[src/rtl/clkgen_rst_seq_if.sv]
`default_nettype none
// ----------------------------------------------------------------------------
// Module   : clkgen_rst_seq_if
// Brief    : Lock/request inputs and sequenced reset outputs of clkgen_rst_seq.
// Revision : 1.0
// ----------------------------------------------------------------------------
interface clkgen_rst_seq_if #(
    parameter int NUM_RST = 3
);
    logic               pll_locked_i;
    logic               soft_rst_req_i;
    logic [NUM_RST-1:0] rst_n_o;
    logic               seq_done_o;
    logic [1:0]         state_o;
    logic [7:0]         lock_loss_cnt_o;

    modport master (
        input  pll_locked_i,
        input  soft_rst_req_i,
        output rst_n_o,
        output seq_done_o,
        output state_o,
        output lock_loss_cnt_o
    );

    modport slave (
        output pll_locked_i,
        output soft_rst_req_i,
        input  rst_n_o,
        input  seq_done_o,
        input  state_o,
        input  lock_loss_cnt_o
    );
endinterface
`default_nettype wire

[src/rtl/clkgen_rst_seq.sv]
`default_nettype none
// ----------------------------------------------------------------------------
// Module   : clkgen_rst_seq
// Brief    : Synchronises reset and PLL lock, debounces lock, then releases
//            NUM_RST reset domains in order; re-asserts on lock loss/soft request.
// Revision : 1.0
// ----------------------------------------------------------------------------
module clkgen_rst_seq #(
    parameter int NUM_RST            = 3,
    parameter int SYNC_STAGES        = 2,
    parameter int LOCK_STABLE_CYCLES = 1024,
    parameter int RELEASE_GAP        = 16,
    parameter int MIN_ASSERT_CYCLES  = 8
) (
    input  wire              IO_CLK,
    input  wire              IO_RST_N,
    clkgen_rst_seq_if.master rst_if
);

    localparam int c_MAX_A   = (MIN_ASSERT_CYCLES > LOCK_STABLE_CYCLES) ? MIN_ASSERT_CYCLES
                                                                        : LOCK_STABLE_CYCLES;
    localparam int c_MAX_CNT = (c_MAX_A > RELEASE_GAP) ? c_MAX_A : RELEASE_GAP;
    localparam int c_CNT_W   = $clog2(c_MAX_CNT + 1);
    localparam int c_IDX_W   = $clog2(NUM_RST) + 1;

    localparam logic [c_CNT_W-1:0] c_HOLD_LAST = c_CNT_W'(MIN_ASSERT_CYCLES - 1);
    localparam logic [c_CNT_W-1:0] c_LOCK_LAST = c_CNT_W'(LOCK_STABLE_CYCLES - 1);
    localparam logic [c_CNT_W-1:0] c_GAP_LAST  = c_CNT_W'(RELEASE_GAP - 1);
    localparam logic [c_IDX_W-1:0] c_LAST_IDX  = c_IDX_W'(NUM_RST - 1);

    localparam logic [1:0] c_HOLD      = 2'd0;
    localparam logic [1:0] c_WAIT_LOCK = 2'd1;
    localparam logic [1:0] c_RELEASE   = 2'd2;
    localparam logic [1:0] c_RUN       = 2'd3;

    if (NUM_RST < 1 || NUM_RST > 8) begin : g_chk_num_rst
        $error("clkgen_rst_seq: NUM_RST must be in 1..8");
    end
    if (SYNC_STAGES < 2) begin : g_chk_sync_stages
        $error("clkgen_rst_seq: SYNC_STAGES must be >= 2");
    end
    if (LOCK_STABLE_CYCLES < 1) begin : g_chk_lock_stable
        $error("clkgen_rst_seq: LOCK_STABLE_CYCLES must be >= 1");
    end
    if (RELEASE_GAP < 1) begin : g_chk_release_gap
        $error("clkgen_rst_seq: RELEASE_GAP must be >= 1");
    end
    if (MIN_ASSERT_CYCLES < 1) begin : g_chk_min_assert
        $error("clkgen_rst_seq: MIN_ASSERT_CYCLES must be >= 1");
    end

    logic [SYNC_STAGES-1:0] r_rst_sync;
    logic [SYNC_STAGES-1:0] r_lock_sync;
    logic [1:0]             r_state;
    logic [c_CNT_W-1:0]     r_cnt;
    logic [c_IDX_W-1:0]     r_idx;
    logic [NUM_RST-1:0]     r_rst_n;
    logic                   r_done;
    logic [7:0]             r_llc;

    logic [1:0]             w_state_nxt;
    logic [c_CNT_W-1:0]     w_cnt_nxt;
    logic [c_IDX_W-1:0]     w_idx_nxt;
    logic [NUM_RST-1:0]     w_rst_n_nxt;
    logic                   w_done_nxt;
    logic [7:0]             w_llc_nxt;

    logic                   w_rst_ok;
    logic                   w_lock_s;
    logic                   w_soft;
    logic                   w_abort;
    logic                   w_lock_done;
    logic                   w_gap_done;
    logic [c_IDX_W-1:0]     w_idx_rel;
    logic                   w_last;
    logic [NUM_RST-1:0]     w_rel_vec;

    // Both synchronisers clear asynchronously and fill with a 1 / the lock level.
    always_ff @(posedge IO_CLK or negedge IO_RST_N) begin
        if (!IO_RST_N) begin
            r_rst_sync  <= '0;
            r_lock_sync <= '0;
        end else begin
            r_rst_sync  <= {r_rst_sync[SYNC_STAGES-2:0], 1'b1};
            r_lock_sync <= {r_lock_sync[SYNC_STAGES-2:0], rst_if.pll_locked_i};
        end
    end

    assign w_rst_ok    = r_rst_sync[SYNC_STAGES-1];
    assign w_lock_s    = r_lock_sync[SYNC_STAGES-1];
    assign w_soft      = rst_if.soft_rst_req_i;
    assign w_abort     = !w_lock_s || w_soft;
    assign w_lock_done = (r_state == c_WAIT_LOCK) && !w_soft && w_lock_s && (r_cnt == c_LOCK_LAST);
    assign w_gap_done  = (r_state == c_RELEASE) && !w_abort && (r_cnt == c_GAP_LAST);
    assign w_idx_rel   = w_lock_done ? '0 : r_idx + 1'b1;
    assign w_last      = (w_idx_rel == c_LAST_IDX);
    // Released bits form a thermometer code, so one more release is a shift-in of 1.
    assign w_rel_vec   = (r_rst_n << 1) | NUM_RST'(1);

    always_ff @(posedge IO_CLK or negedge IO_RST_N) begin
        if (!IO_RST_N) begin
            r_state <= c_HOLD;
            r_cnt   <= '0;
            r_idx   <= '0;
            r_rst_n <= '0;
            r_done  <= 1'b0;
            r_llc   <= '0;
        end else begin
            r_state <= w_state_nxt;
            r_cnt   <= w_cnt_nxt;
            r_idx   <= w_idx_nxt;
            r_rst_n <= w_rst_n_nxt;
            r_done  <= w_done_nxt;
            r_llc   <= w_llc_nxt;
        end
    end

    always_comb begin
        w_state_nxt = r_state;
        w_cnt_nxt   = r_cnt;
        w_idx_nxt   = r_idx;
        if (w_rst_ok) begin
            case (r_state)
                c_HOLD: begin
                    if (w_soft) begin
                        w_cnt_nxt = '0;
                    end else if (r_cnt == c_HOLD_LAST) begin
                        w_state_nxt = c_WAIT_LOCK;
                        w_cnt_nxt   = '0;
                    end else begin
                        w_cnt_nxt = r_cnt + 1'b1;
                    end
                end
                c_WAIT_LOCK: begin
                    if (w_soft) begin
                        w_state_nxt = c_HOLD;
                        w_cnt_nxt   = '0;
                    end else if (!w_lock_s) begin
                        w_cnt_nxt = '0;
                    end else if (w_lock_done) begin
                        w_state_nxt = w_last ? c_RUN : c_RELEASE;
                        w_cnt_nxt   = '0;
                        w_idx_nxt   = w_idx_rel;
                    end else begin
                        w_cnt_nxt = r_cnt + 1'b1;
                    end
                end
                c_RELEASE: begin
                    if (w_abort) begin
                        w_state_nxt = c_HOLD;
                        w_cnt_nxt   = '0;
                        w_idx_nxt   = '0;
                    end else if (w_gap_done) begin
                        w_state_nxt = w_last ? c_RUN : c_RELEASE;
                        w_cnt_nxt   = '0;
                        w_idx_nxt   = w_idx_rel;
                    end else begin
                        w_cnt_nxt = r_cnt + 1'b1;
                    end
                end
                default: begin
                    if (w_abort) begin
                        w_state_nxt = c_HOLD;
                        w_cnt_nxt   = '0;
                        w_idx_nxt   = '0;
                    end
                end
            endcase
        end
    end

    // Next values of the registered outputs; the abort path clears all domains at once.
    always_comb begin
        w_rst_n_nxt = r_rst_n;
        w_done_nxt  = r_done;
        w_llc_nxt   = r_llc;
        if (w_rst_ok) begin
            case (r_state)
                c_HOLD: begin
                    w_rst_n_nxt = '0;
                    w_done_nxt  = 1'b0;
                end
                c_WAIT_LOCK: begin
                    if (w_lock_done) begin
                        w_rst_n_nxt = w_rel_vec;
                        w_done_nxt  = w_last;
                    end
                end
                default: begin
                    if (w_abort) begin
                        w_rst_n_nxt = '0;
                        w_done_nxt  = 1'b0;
                        if (!w_lock_s && (r_llc != 8'hFF)) begin
                            w_llc_nxt = r_llc + 8'd1;
                        end
                    end else if (w_gap_done) begin
                        w_rst_n_nxt = w_rel_vec;
                        w_done_nxt  = w_last;
                    end
                end
            endcase
        end
    end

    assign rst_if.rst_n_o         = r_rst_n;
    assign rst_if.seq_done_o      = r_done;
    assign rst_if.state_o         = r_state;
    assign rst_if.lock_loss_cnt_o = r_llc;

endmodule
`default_nettype wire

[src/flat_wrapper.sv]
// flat-port wrapper written by rule: the top's interface ports become plain ports
module clkgen_rst_seq_flat 
#(
    parameter int NUM_RST            = 3,
    parameter int SYNC_STAGES        = 2,
    parameter int LOCK_STABLE_CYCLES = 1024,
    parameter int RELEASE_GAP        = 16,
    parameter int MIN_ASSERT_CYCLES  = 8
)
  (IO_CLK, IO_RST_N, rst_if_pll_locked_i, rst_if_soft_rst_req_i, rst_if_rst_n_o, rst_if_seq_done_o, rst_if_state_o, rst_if_lock_loss_cnt_o);
  clkgen_rst_seq_if #(.NUM_RST(NUM_RST)) rst_if_i ();
  input  wire IO_CLK;
  input  wire IO_RST_N;
  input wire logic [$bits(rst_if_i.pll_locked_i)-1:0] rst_if_pll_locked_i;
  input wire logic [$bits(rst_if_i.soft_rst_req_i)-1:0] rst_if_soft_rst_req_i;
  output wire logic [$bits(rst_if_i.rst_n_o)-1:0] rst_if_rst_n_o;
  output wire logic [$bits(rst_if_i.seq_done_o)-1:0] rst_if_seq_done_o;
  output wire logic [$bits(rst_if_i.state_o)-1:0] rst_if_state_o;
  output wire logic [$bits(rst_if_i.lock_loss_cnt_o)-1:0] rst_if_lock_loss_cnt_o;
  assign rst_if_i.pll_locked_i = rst_if_pll_locked_i;
  assign rst_if_i.soft_rst_req_i = rst_if_soft_rst_req_i;
  assign rst_if_rst_n_o = rst_if_i.rst_n_o;
  assign rst_if_seq_done_o = rst_if_i.seq_done_o;
  assign rst_if_state_o = rst_if_i.state_o;
  assign rst_if_lock_loss_cnt_o = rst_if_i.lock_loss_cnt_o;
  clkgen_rst_seq #(.NUM_RST(NUM_RST), .SYNC_STAGES(SYNC_STAGES), .LOCK_STABLE_CYCLES(LOCK_STABLE_CYCLES), .RELEASE_GAP(RELEASE_GAP), .MIN_ASSERT_CYCLES(MIN_ASSERT_CYCLES)) u_core (.IO_CLK(IO_CLK), .IO_RST_N(IO_RST_N), .rst_if(rst_if_i));
endmodule
[config.mk]
export PLATFORM = sky130hd
export DESIGN_NAME = clkgen_rst_seq_flat
export DESIGN_NICKNAME = d
export VERILOG_FILES = /design/src/rtl/clkgen_rst_seq_if.sv /design/src/rtl/clkgen_rst_seq.sv /design/src/flat_wrapper.sv
export SDC_FILE = /design/constraint.sdc
export NUM_CORES = 1
export LEC_CHECK = 0
export BUFFER_PORTS_ARGS = -buffer_cell sky130_fd_sc_hd__buf_2
export CAP_MARGIN = 30
export CORE_ASPECT_RATIO = 1.25
export CORE_UTILIZATION = 45
export CTS_CLUSTER_SIZE = 40
export DETAILED_ROUTE_END_ITERATION = 12
export PLACE_DENSITY = 0.67
export SETUP_SLACK_MARGIN = 0.02
export SLEW_MARGIN = 0
export SYNTH_ARGS = -nofsm -noshare
export SYNTH_HDL_FRONTEND = slang
export SYNTH_SLANG_ARGS = --single-unit
[constraint.sdc]
create_clock -name IO_CLK -period 2.92 [get_ports IO_CLK]
set_clock_uncertainty 0.2 [all_clocks]
set_input_delay 0.438 -clock IO_CLK [delete_from_list [all_inputs] [get_ports IO_CLK]]
set_output_delay 0.438 -clock IO_CLK [all_outputs]
set_load 0.1 [all_outputs]
==> results of run 1 <==
==> area by class of cell <==
type	count	area [µm²]	area share
tap	56	70.1	0.0332
clock buffer	5	68.8	0.0326
inverter	11	41.3	0.0196
sequential	32	803	0.381
multi-input combinational	144	985	0.467
clock inverter	3	42.5	0.0202
timing repair buffer	19	100	0.0474
==> flip-flops by register name (all words and copies together), names as in the netlist <==
signal	flops
u_core.r_idx	3
u_core.rst_if.state_o	2
u_core.r_lock_sync	2
u_core.rst_if.lock_loss_cnt_o	8
u_core.rst_if.rst_n_o	3
u_core.r_rst_sync	2
u_core.rst_if.seq_done_o	1
u_core.r_cnt	11
==> logic make-up (layout without fill, tap and decap cells) <==
group / Yosys count / after routing / share of synthesized area
AND/OR/NAND/NOR: 80 / 80 / 0.221
adder cells (fa/ha/maj): 7 / 7 / 0.0463
multiplexers: 6 / 6 / 0.0357
AO/OA/AOI/OAI: 42 / 42 / 0.179
buffers and inverters: 17 / 38 / 0.0562
flip-flops: 32 / 32 / 0.423
XOR/XNOR: 8 / 8 / 0.0370
other: 1 / 1 / 0.00198
==> synthesized netlist by cell type (all sizes together), types with 2 or more instances <==
library cell / number / area [µm²]
dfrtp: 32 / 801
nand2: 22 / 82.6
nand3: 14 / 75.1
nor2: 14 / 52.6
inv: 11 / 41.3
o21ai: 9 / 45.0
ha: 7 / 87.6
mux2: 6 / 67.6
o41ai: 6 / 67.6
xnor2: 6 / 52.6
nand4: 5 / 31.3
a31oi: 4 / 31.3
buf: 3 / 23.8
clkbuf: 3 / 41.3
nand2b: 3 / 18.8
nor2b: 3 / 18.8
nor3: 3 / 15.0
o2bb2ai: 3 / 26.3
o31ai: 3 / 22.5
or3: 3 / 20.0
a211oi: 2 / 15.0
a21o: 2 / 15.0
and3: 2 / 12.5
nor3b: 2 / 15.0
o211ai: 2 / 15.0
o311ai: 2 / 25.0
or4: 2 / 18.8
xor2: 2 / 17.5
==> metrics by stage <==
stage               cells  instance area (µm²)  power (mW)  hold slack (ns)
floorplan             193                 1890        1.36          -0.0576
global placement      262                 2000        1.48            0.133
detailed placement    262                 2000        1.48            0.139
CTS                   270                 2110        1.91           0.0109
global route          270                 2110        2.00           0.0420
finish                270                 2110        1.90          -0.0161
==> layer usage <==
| metal | wire, µm | share of wire |
|---|---|---|
| met5 | 0 | 0 |
| met4 | 98 | 0.027 |
| met3 | 190 | 0.052 |
| met2 | 1680 | 0.46 |
| met1 | 1710 | 0.46 |
==> how the worst max path moves through the flow <==
stage                             startpoint                       end  slack [ns]  cells after the start
floorplan           u_core.rst_if.state_o[0]           u_core.r_cnt[7]        0.26                      7
global placement    u_core.rst_if.state_o[1]  u_core.rst_if.state_o[1]        0.35                      7
detailed placement  u_core.rst_if.state_o[1]  u_core.rst_if.state_o[1]        0.33                      7
CTS                 u_core.rst_if.state_o[1]  u_core.rst_if.state_o[1]        0.31                      7
global route        u_core.rst_if.state_o[1]  u_core.rst_if.state_o[0]        0.16                      7
finish              u_core.rst_if.state_o[1]  u_core.rst_if.state_o[0]        0.30                      7
==> report_power, final <==
group | internal, mW | leakage, nW | switching (mW)
clock network | 0.252 | 0.0541 | 0.172
registers | 0.514 | 0.424 | 0.0680
logic | 0.223 | 0.448 | 0.669
total | 0.989 | 0.927 | 0.909
==> worst register-to-register path, stage by stage (launching register included) <==
cell	delay, ns
dfrtp_2	0.44
inv_1	0.09
ha_1	0.39
nor3b_1	0.14
a21boi_0	0.46
nand3_1	0.18
a31oi_2	0.25
mux2_2	0.36
==> metrics.txt, run 1 <==
status=finished with violations; failing checks=negative hold slack; CTS root buf=clkbuf_8; Slew Viols, Final=0; Critical Path Start Type=flip-flop; Clock Latency Late Sink=0.29 ns; initial antenna violation count=0; FF-to-FF End=u_core.rst_if.state_o[0]; CP endpoint kind=flip-flop; Synth Flop Type=dfrtp_1; First DRT Iteration DRCs=85; Hold Crit Class=input pin to async pin; Worst Tran Pin Value=around 0.7 ns; # clock sinks=32; H-tree depth=2; Die Span Y=about 74 µm; die area=roughly 4500 µm²; most common cell after layout, fill and taps aside=dfrtp_1; final hold slack=-0.0161 ns; Setup WS post-layout=0.297 ns; Slew HR=0.535; Max Root-Sink Buffers=2; CP required=approximately 2.9 ns; worst path bufs/invs=1; RSZ-0062 raised after global routing=no; via count=about 1500; Routed WL=between 3000 and 4000 µm; Setup Fix Bufs, Post-CTS=0; cell breakdown of the critical path=inv_1 > ha_1 > nor3b_1 > a21boi_0 > nand3_1 > a31oi_2 > mux2_2; gr busiest metal=met2; Max-Cap Viols=0; first-pass GRT wire length=slightly above 6000 µm; layout cells sized above 1=0.201; met3 usage=0.0470; post-layout minimum cycle time=around 2.6 ns; post-DP HPWL=approximately 2700 µm; mean routed wirelength per cell=13.6 µm; antenna violation net count after detailed routing=0; leading cell types in the layout, fill and taps excluded=30 x dfrtp_1, 22 x nand2_1, 17 x buf_2, 14 x nor2_1, 13 x nand3_1; Max stage delay cell, worst path=a21boi_0; initial core utilization=0.465; crit-path max cell delay=0.46 ns; Fin. Hold Viols=21; pin count of the biggest net entering global routing=33; GPL Wtd Cong=a little under 0.9; Layout area overhead=11.6%; DIE WIDTH=60.0 µm; worst vdd ir=about 0.74 mV; LEAKAGE=around 0.93 nW; Final Core Density=0.519; diode count=0; Syn Area/Cell=~10 µm²; Final Setup Violations=0; Worst R2R Start=u_core.rst_if.state_o[1]; Via density=5.51; Setup WS pre-CTS=around 0.33 ns; CTS tree=built; syn_nets=between 200 and 250; synth warn=0; Post-synth EDFFs=0; TNS Setup=0 ns; Nets=224; FFs w/ async S/R, synth=1.00; WP data arrival=roughly 2.6 ns; delay-heaviest family, CP=compound AO/OA/AOI/OAI gates; hold buffer count at cts=0; PortBufs=17; number of synthesized register bits=32; Mapped Area=~1900 µm²; Seq/Total Area, Yosys=0.423; row count=26; CP max FO=11; Peak Freq=roughly 380 MHz; Layout fillers=373; Remaining Overflow, GRT=0; post-cts gate resize count=0; io pins=18; clock-pin slew on the worst setup and hold paths=0.07 ns; Core Box Area=roughly 4000 µm²; r2r setup slk=roughly 0.30 ns; power density cells=roughly 900 nW/µm²; Final period util=0.898; vias in the first global route=approximately 1300; crit path kind=flip-flop to flip-flop; drc violations=0; GRT Resource Usage Total=0.188; drt first pass iters=4; Synth Instances=a little under 200; post-synthesis cell type count=54; Num CTS Buffers=5; GR Layer Usage met1=0.249; met2 usage=0.279; worst r2r path cells=7
(Power assumes the default switching activity.)
==> run 2: changes to the inputs <==
--- a/config.mk
+++ b/config.mk
@@ -8,10 +8,10 @@
 export BUFFER_PORTS_ARGS = -buffer_cell sky130_fd_sc_hd__buf_2
 export CAP_MARGIN = 30
 export CORE_ASPECT_RATIO = 1.25
-export CORE_UTILIZATION = 45
+export CORE_UTILIZATION = 43
 export CTS_CLUSTER_SIZE = 40
 export DETAILED_ROUTE_END_ITERATION = 12
-export PLACE_DENSITY = 0.67
+export PLACE_DENSITY = 0.65
 export SETUP_SLACK_MARGIN = 0.02
 export SLEW_MARGIN = 0
 export SYNTH_ARGS = -nofsm -noshare
==> constraint.sdc (replaced) <==
create_clock -name IO_CLK -period 2.5 [get_ports IO_CLK]
set_clock_uncertainty 0.2 [all_clocks]
set_input_delay 0.375 -clock IO_CLK [delete_from_list [all_inputs] [get_ports IO_CLK]]
set_output_delay 0.375 -clock IO_CLK [all_outputs]
set_load 0.1 [all_outputs]
==> run 2 against run 1 <==
Against the previous run:
- the flow now finishes without violations
- utilization is 1.5 points higher
- design area is 5.5% higher
- combinational power is 25% higher
- highest routed layer unchanged
- flip-flop and latch count stayed put
- via count up 3.7%
==> metrics.txt, run 2 (synthesized netlist as in run 1, its figures left out) <==
status=finished clean; Non-Filler Instances=283; LEAKAGE=about 0.99 nW; Layout area overhead=17.7%; post-layout minimum cycle time=roughly 2.3 ns; post-DP HPWL=2950 µm; WP data arrival=around 2.3 ns; delay-heaviest family, CP=compound AO/OA/AOI/OAI gates; Peak Freq=433 MHz; most common cell after layout, fill and taps aside=dfrtp_1; CP endpoint kind=flip-flop; vias in the first global route=1532; clock-pin slew on the worst setup and hold paths=0.07 ns; CP required=about 2.5 ns; diode count=0; Routed WL=slightly below 4000 µm; Final Setup Violations=0; P_int=1.20 mW; switching power=approximately 1.1 mW; switch share=0.471; Final period util=0.923; first-pass GRT wire length=slightly below 7000 µm; Slew Viols, Final=0; Max stage delay cell, worst path=o41ai_1; io pins=18; cell breakdown of the critical path=ha_1 > nand3_2 > o41ai_1 > o21a_1 > mux2_2; row count=26; Via density=5.45; via count=roughly 1500; worst vdd ir=around 0.72 mV; Layout fillers=about 440; CTS tree=built; Levels on crit path=5; Min-Delay Path Depth=0; CP max FO=7; power density cells=slightly above 1000 nW/µm²; Max-Cap Viols=0; Worst Tran Pin Value=around 0.69 ns; worst path bufs/invs=0; layout cells sized above 1=0.233; Remaining Overflow, GRT=0; Die Span Y=around 76 µm; DIE WIDTH=a little over 60 µm; initial core utilization=0.454; GPL Wtd Cong=between 0.8 and 0.9; clock power share=0.213; Critical Path Start Type=flip-flop; mean routed wirelength per cell=14.0 µm; CTS root buf=clkbuf_8; H-tree depth=2; Clock Latency Late Sink=~0.28 ns; drt first pass iters=4; crit-path max cell delay=roughly 0.56 ns; pin count of the biggest net entering global routing=33; drc violations=0; crit path kind=flip-flop to flip-flop; TNS Setup=0 ns; Max Root-Sink Buffers=2; Core Box Area=between 4000 and 5000 µm²; Nets=approximately 240; GRT Resource Usage Total=0.191; initial antenna violation count=0; # clock sinks=32; leading cell types in the layout, fill and taps excluded=30 x dfrtp_1, 22 x nand2_1, 17 x buf_2, 14 x nor2_1; Fin. Hold Viols=0; number of flip-flops under the largest register name=11; Slew HR=0.539; Hold Crit Class=flip-flop to flip-flop; placed cells=between 200 and 300; final hold slack=0.148 ns; First DRT Iteration DRCs=40; Worst R2R Start=u_core.r_cnt[0]; antenna violation net count after detailed routing=0; RSZ-0062 raised after global routing=no; min-delay src=u_core.r_lock_sync[0]; most flop-heavy register=u_core.r_cnt; PortBufs=17; die area=about 4700 µm²; register share of total power=0.301; Num CTS Buffers=5; Comb power frac=0.486; crit path from=u_core.r_cnt[0]; worst r2r path cells=5
==> run 2: path summary, 6_finish.rpt <==
kind	end	slack (ns)
worst max-delay path	u_core.rst_if.rst_n_o[0]	0.19
worst min-delay path	u_core.r_lock_sync[1]	0.15
worst max register to register	u_core.rst_if.rst_n_o[0]	0.19
worst min register to register	u_core.r_lock_sync[1]	0.15
max in group asynchronous	u_core.rst_if.state_o[0]	1.09
min in group asynchronous	u_core.r_idx[0]	0.49
==> run 2: final cells by class <==
| type | count | area (µm²) | share of cell area |
|---|---|---|---|
| inverters | 11 | 41.3 | 0.0185 |
| flip-flops and latches | 32 | 808 | 0.363 |
| repair buffers | 32 | 203 | 0.0911 |
| clock buffers | 6 | 72.6 | 0.0326 |
| clock inverters | 2 | 35.0 | 0.0157 |
| well taps | 56 | 70.1 | 0.0315 |
| multi-input cells | 144 | 996 | 0.447 |
==> run 2: power groups by stage <==
stage                     Combinational, mW  Clock, mW  Sequential [mW]
final                                  1.11      0.484            0.684
after global routing                   1.18      0.534            0.700
after CTS                              1.11      0.501            0.685
after detailed placement               1.11          0            0.695
after global placement                 1.10          0            0.693
after floorplan                       0.476          0             1.13
==> run 2: metal layers <==
metal	global-route usage	vias to the layer above	wire length [µm]
li1	-	774	-
met1	0.240	734	1770
met2	0.304	27	1980
met3	0.0526	8	151
met4	0.0727	0	58
met5	0	-	0
==> run 2: what timing repair did <==
item                                    4_1_cts  5_1_grt
setup buffers                                 0        0
gates resized for setup                       0        1
endpoints found under the setup margin        0        1
endpoints found under the hold margin        33        0
hold buffers                                  2        0
==> run 2: worst register-to-register path, stage by stage (launching register included) <==
cell     delay (ns)
dfrtp_1        0.39
ha_1           0.23
nand3_2        0.17
o41ai_1        0.56
o21a_1         0.29
mux2_2         0.36
==> run 2: per-stage QoR <==
| stage | worst slack (ns) | utilization | total power, mW | area [µm²] |
|---|---|---|---|---|
| 6_report | 0.192 | 0.535 | 2.27 | 2230 |
| 2_1_floorplan | 0.0455 | - | 1.61 | 1910 |
| 3_3_place_gp | 0.141 | 0.504 | 1.79 | 2100 |
| 5_1_grt | 0.0401 | 0.535 | 2.41 | 2230 |
| 3_5_place_dp | 0.130 | 0.504 | 1.80 | 2100 |
| 4_1_cts | 0.112 | 0.535 | 2.30 | 2230 |
==> run 3: changes to the inputs <==
--- a/config.mk
+++ b/config.mk
@@ -8,10 +8,10 @@
 export BUFFER_PORTS_ARGS = -buffer_cell sky130_fd_sc_hd__buf_2
 export CAP_MARGIN = 30
 export CORE_ASPECT_RATIO = 1.25
-export CORE_UTILIZATION = 43
+export CORE_UTILIZATION = 55
 export CTS_CLUSTER_SIZE = 40
 export DETAILED_ROUTE_END_ITERATION = 12
-export PLACE_DENSITY = 0.65
+export PLACE_DENSITY = 0.79
 export SETUP_SLACK_MARGIN = 0.02
 export SLEW_MARGIN = 0
 export SYNTH_ARGS = -nofsm -noshare
==> run 3 against run 2 <==
Against the previous run:
- cell count is 8.5% lower
- setup slack worse by 0.093 ns
- fmax is 3.9% lower
- clock power hardly changed
- largest cell class unchanged
- combinational power hardly changed
- critical path type unchanged
- highest routed layer unchanged
- critical path depth stayed put
- via count is 5.6% higher
==> metrics.txt, run 3 (synthesized netlist as in run 1, its figures left out) <==
status=finished clean; P_int=between 1 and 1.5 mW; Core Box Area=around 3300 µm²; diode count=0; Hold Crit Class=flip-flop to flip-flop; LEAKAGE=between 0.9 and 1 nW; H-tree depth=2; worst r2r path cells=5; worst path bufs/invs=0; GPL Wtd Cong=approximately 0.88; Die Span Y=between 60 and 70 µm; mean routed wirelength per cell=between 15 and 20 µm; crit-path max cell delay=roughly 0.6 ns; Remaining Overflow, GRT=0; CP max FO=7; die area=3680 µm²; Max Root-Sink Buffers=2; Worst R2R Start=u_core.r_cnt[6]; PortBufs=17; switching power=1.09 mW; total power draw=2.29 mW; via count=between 1500 and 2000; Critical Path Start Type=flip-flop; DIE WIDTH=between 50 and 60 µm; TNS Setup=0 ns; layout cells sized above 1=0.230; Max stage delay cell, worst path=or4_4; register share of total power=0.300; pin count of the biggest net entering global routing=33; Slew HR=0.516; row count=23; post-layout minimum cycle time=between 2 and 2.5 ns; hold endpoint=u_core.r_lock_sync[1]; GRT Resource Usage Total=0.271; drc violations=0; First DRT Iteration DRCs=between 60 and 70; Min-Delay Path Depth=0; vias in the first global route=around 1500; most flop-heavy register=u_core.r_cnt; Nets=around 230; r2r setup slk=~0.1 ns; CP endpoint kind=flip-flop; WP data arrival=between 2 and 2.5 ns; Max-Cap Viols=0; min-delay src=u_core.r_lock_sync[0]; Routed WL=4350 µm; Peak Freq=416 MHz; Via density=between 6 and 7; leading cell types in the layout, fill and taps excluded=30 x dfrtp_1, 22 x nand2_1, 17 x buf_2, 14 x nor2_1, 13 x nand3_1; Layout fillers=between 200 and 300; Layout area overhead=15.1%; Final period util=0.961; Final Setup Violations=0; cell breakdown of the critical path=or4_4 > o311ai_2 > nand3_1 > a31oi_2 > mux2_2; # clock sinks=32; Slew Viols, Final=0; Reg area=about 810 µm²; post-DP HPWL=between 3000 and 4000 µm; Num CTS Buffers=5; CP required=between 2 and 2.5 ns; worst vdd ir=around 1.0 mV; RSZ-0062 raised after global routing=no; io pins=18; drt first pass iters=5; CTS tree=built; switch share=0.477; FF-to-FF End=u_core.rst_if.state_o[1]; clock-pin slew on the worst setup and hold paths=approximately 0.07 ns; clock power share=0.212; Fin. Hold Viols=0; area of the multi-input gates=slightly above 1000 µm²; delay-heaviest family, CP=simple AND/OR/NAND/NOR gates; initial core utilization=0.582; CTS root buf=clkbuf_8; Comb power frac=0.488; first-pass GRT wire length=7020 µm; Clock Latency Late Sink=approximately 0.28 ns; crit path kind=flip-flop to flip-flop; initial antenna violation count=0; number of flip-flops under the largest register name=11; power density cells=1050 nW/µm²; Worst Tran Pin Value=between 0.7 and 0.8 ns; most common cell after layout, fill and taps aside=dfrtp_1; antenna violation net count after detailed routing=0
[run 3: changes by cell type in the layout (fill, tap and decap cells not counted), sizes merged]
cell  previous run  this run
buf             30        25
[run 3: metal layers]
metal | global-route usage | vias to the layer above | wire (µm)
met5 | 0 | - | 0
met4 | 0.125 | 0 | 84
met3 | 0.0586 | 11 | 184
met2 | 0.451 | 57 | 2310
met1 | 0.325 | 800 | 1780
li1 | - | 761 | -
[run 3: power groups by stage]
stage	combinational [mW]	clock, mW	sequential, mW
global route	1.18	0.515	0.703
finish	1.12	0.485	0.687
floorplan	0.476	0	1.13
detailed placement	1.10	0	0.698
CTS	1.11	0.498	0.689
global placement	1.07	0	0.687
[run 3: stage by stage]
| step | std cells | hold slack [ns] | worst slack, ns | utilization | area, µm² |
|---|---|---|---|---|---|
| 2_1_floorplan | 193 | -0.121 | 0.0455 | - | 1910 |
| 5_1_grt | 259 | 0.167 | 0.0299 | 0.669 | 2180 |
| 4_1_cts | 259 | 0.150 | 0.0836 | 0.666 | 2160 |
| 3_3_place_gp | 249 | 0.136 | 0.166 | 0.626 | 2040 |
| 6_report | 259 | 0.148 | 0.0985 | 0.669 | 2180 |
| 3_5_place_dp | 249 | 0.135 | 0.101 | 0.626 | 2040 |
[run 3: timing repair]
item | 4_1_cts | 5_1_grt
endpoints found under the hold margin | 33 | 0
buffers inserted | 0 | 0
resized for setup | 0 | 4
endpoints found under the setup margin | 0 | 8
hold buffers | 2 | 0
[run 3: how the worst max path moves through the flow]
stage / startpoint / end / slack, ns / depth (start not counted)
finish: u_core.r_cnt[6] / u_core.rst_if.state_o[1] / 0.1 / 5
global route: u_core.r_cnt[6] / u_core.rst_if.state_o[1] / 0.03 / 5
CTS: u_core.rst_if.state_o[1] / u_core.rst_if.state_o[1] / 0.08 / 7
global placement: u_core.rst_if.state_o[0] / u_core.rst_if.rst_n_o[0] / 0.17 / 6
detailed placement: u_core.rst_if.state_o[1] / u_core.rst_if.state_o[1] / 0.10 / 7
floorplan: u_core.rst_if.state_o[1] / u_core.rst_if.state_o[0] / 0.05 / 8
[run 3: area by class of cell]
class,count,area share
clock buffer,6,0.0333
clock inverter,2,0.0161
inverter,11,0.0190
multi-input combinational,144,0.463
sequential,32,0.371
tap,37,0.0213
timing repair buffer,27,0.0759
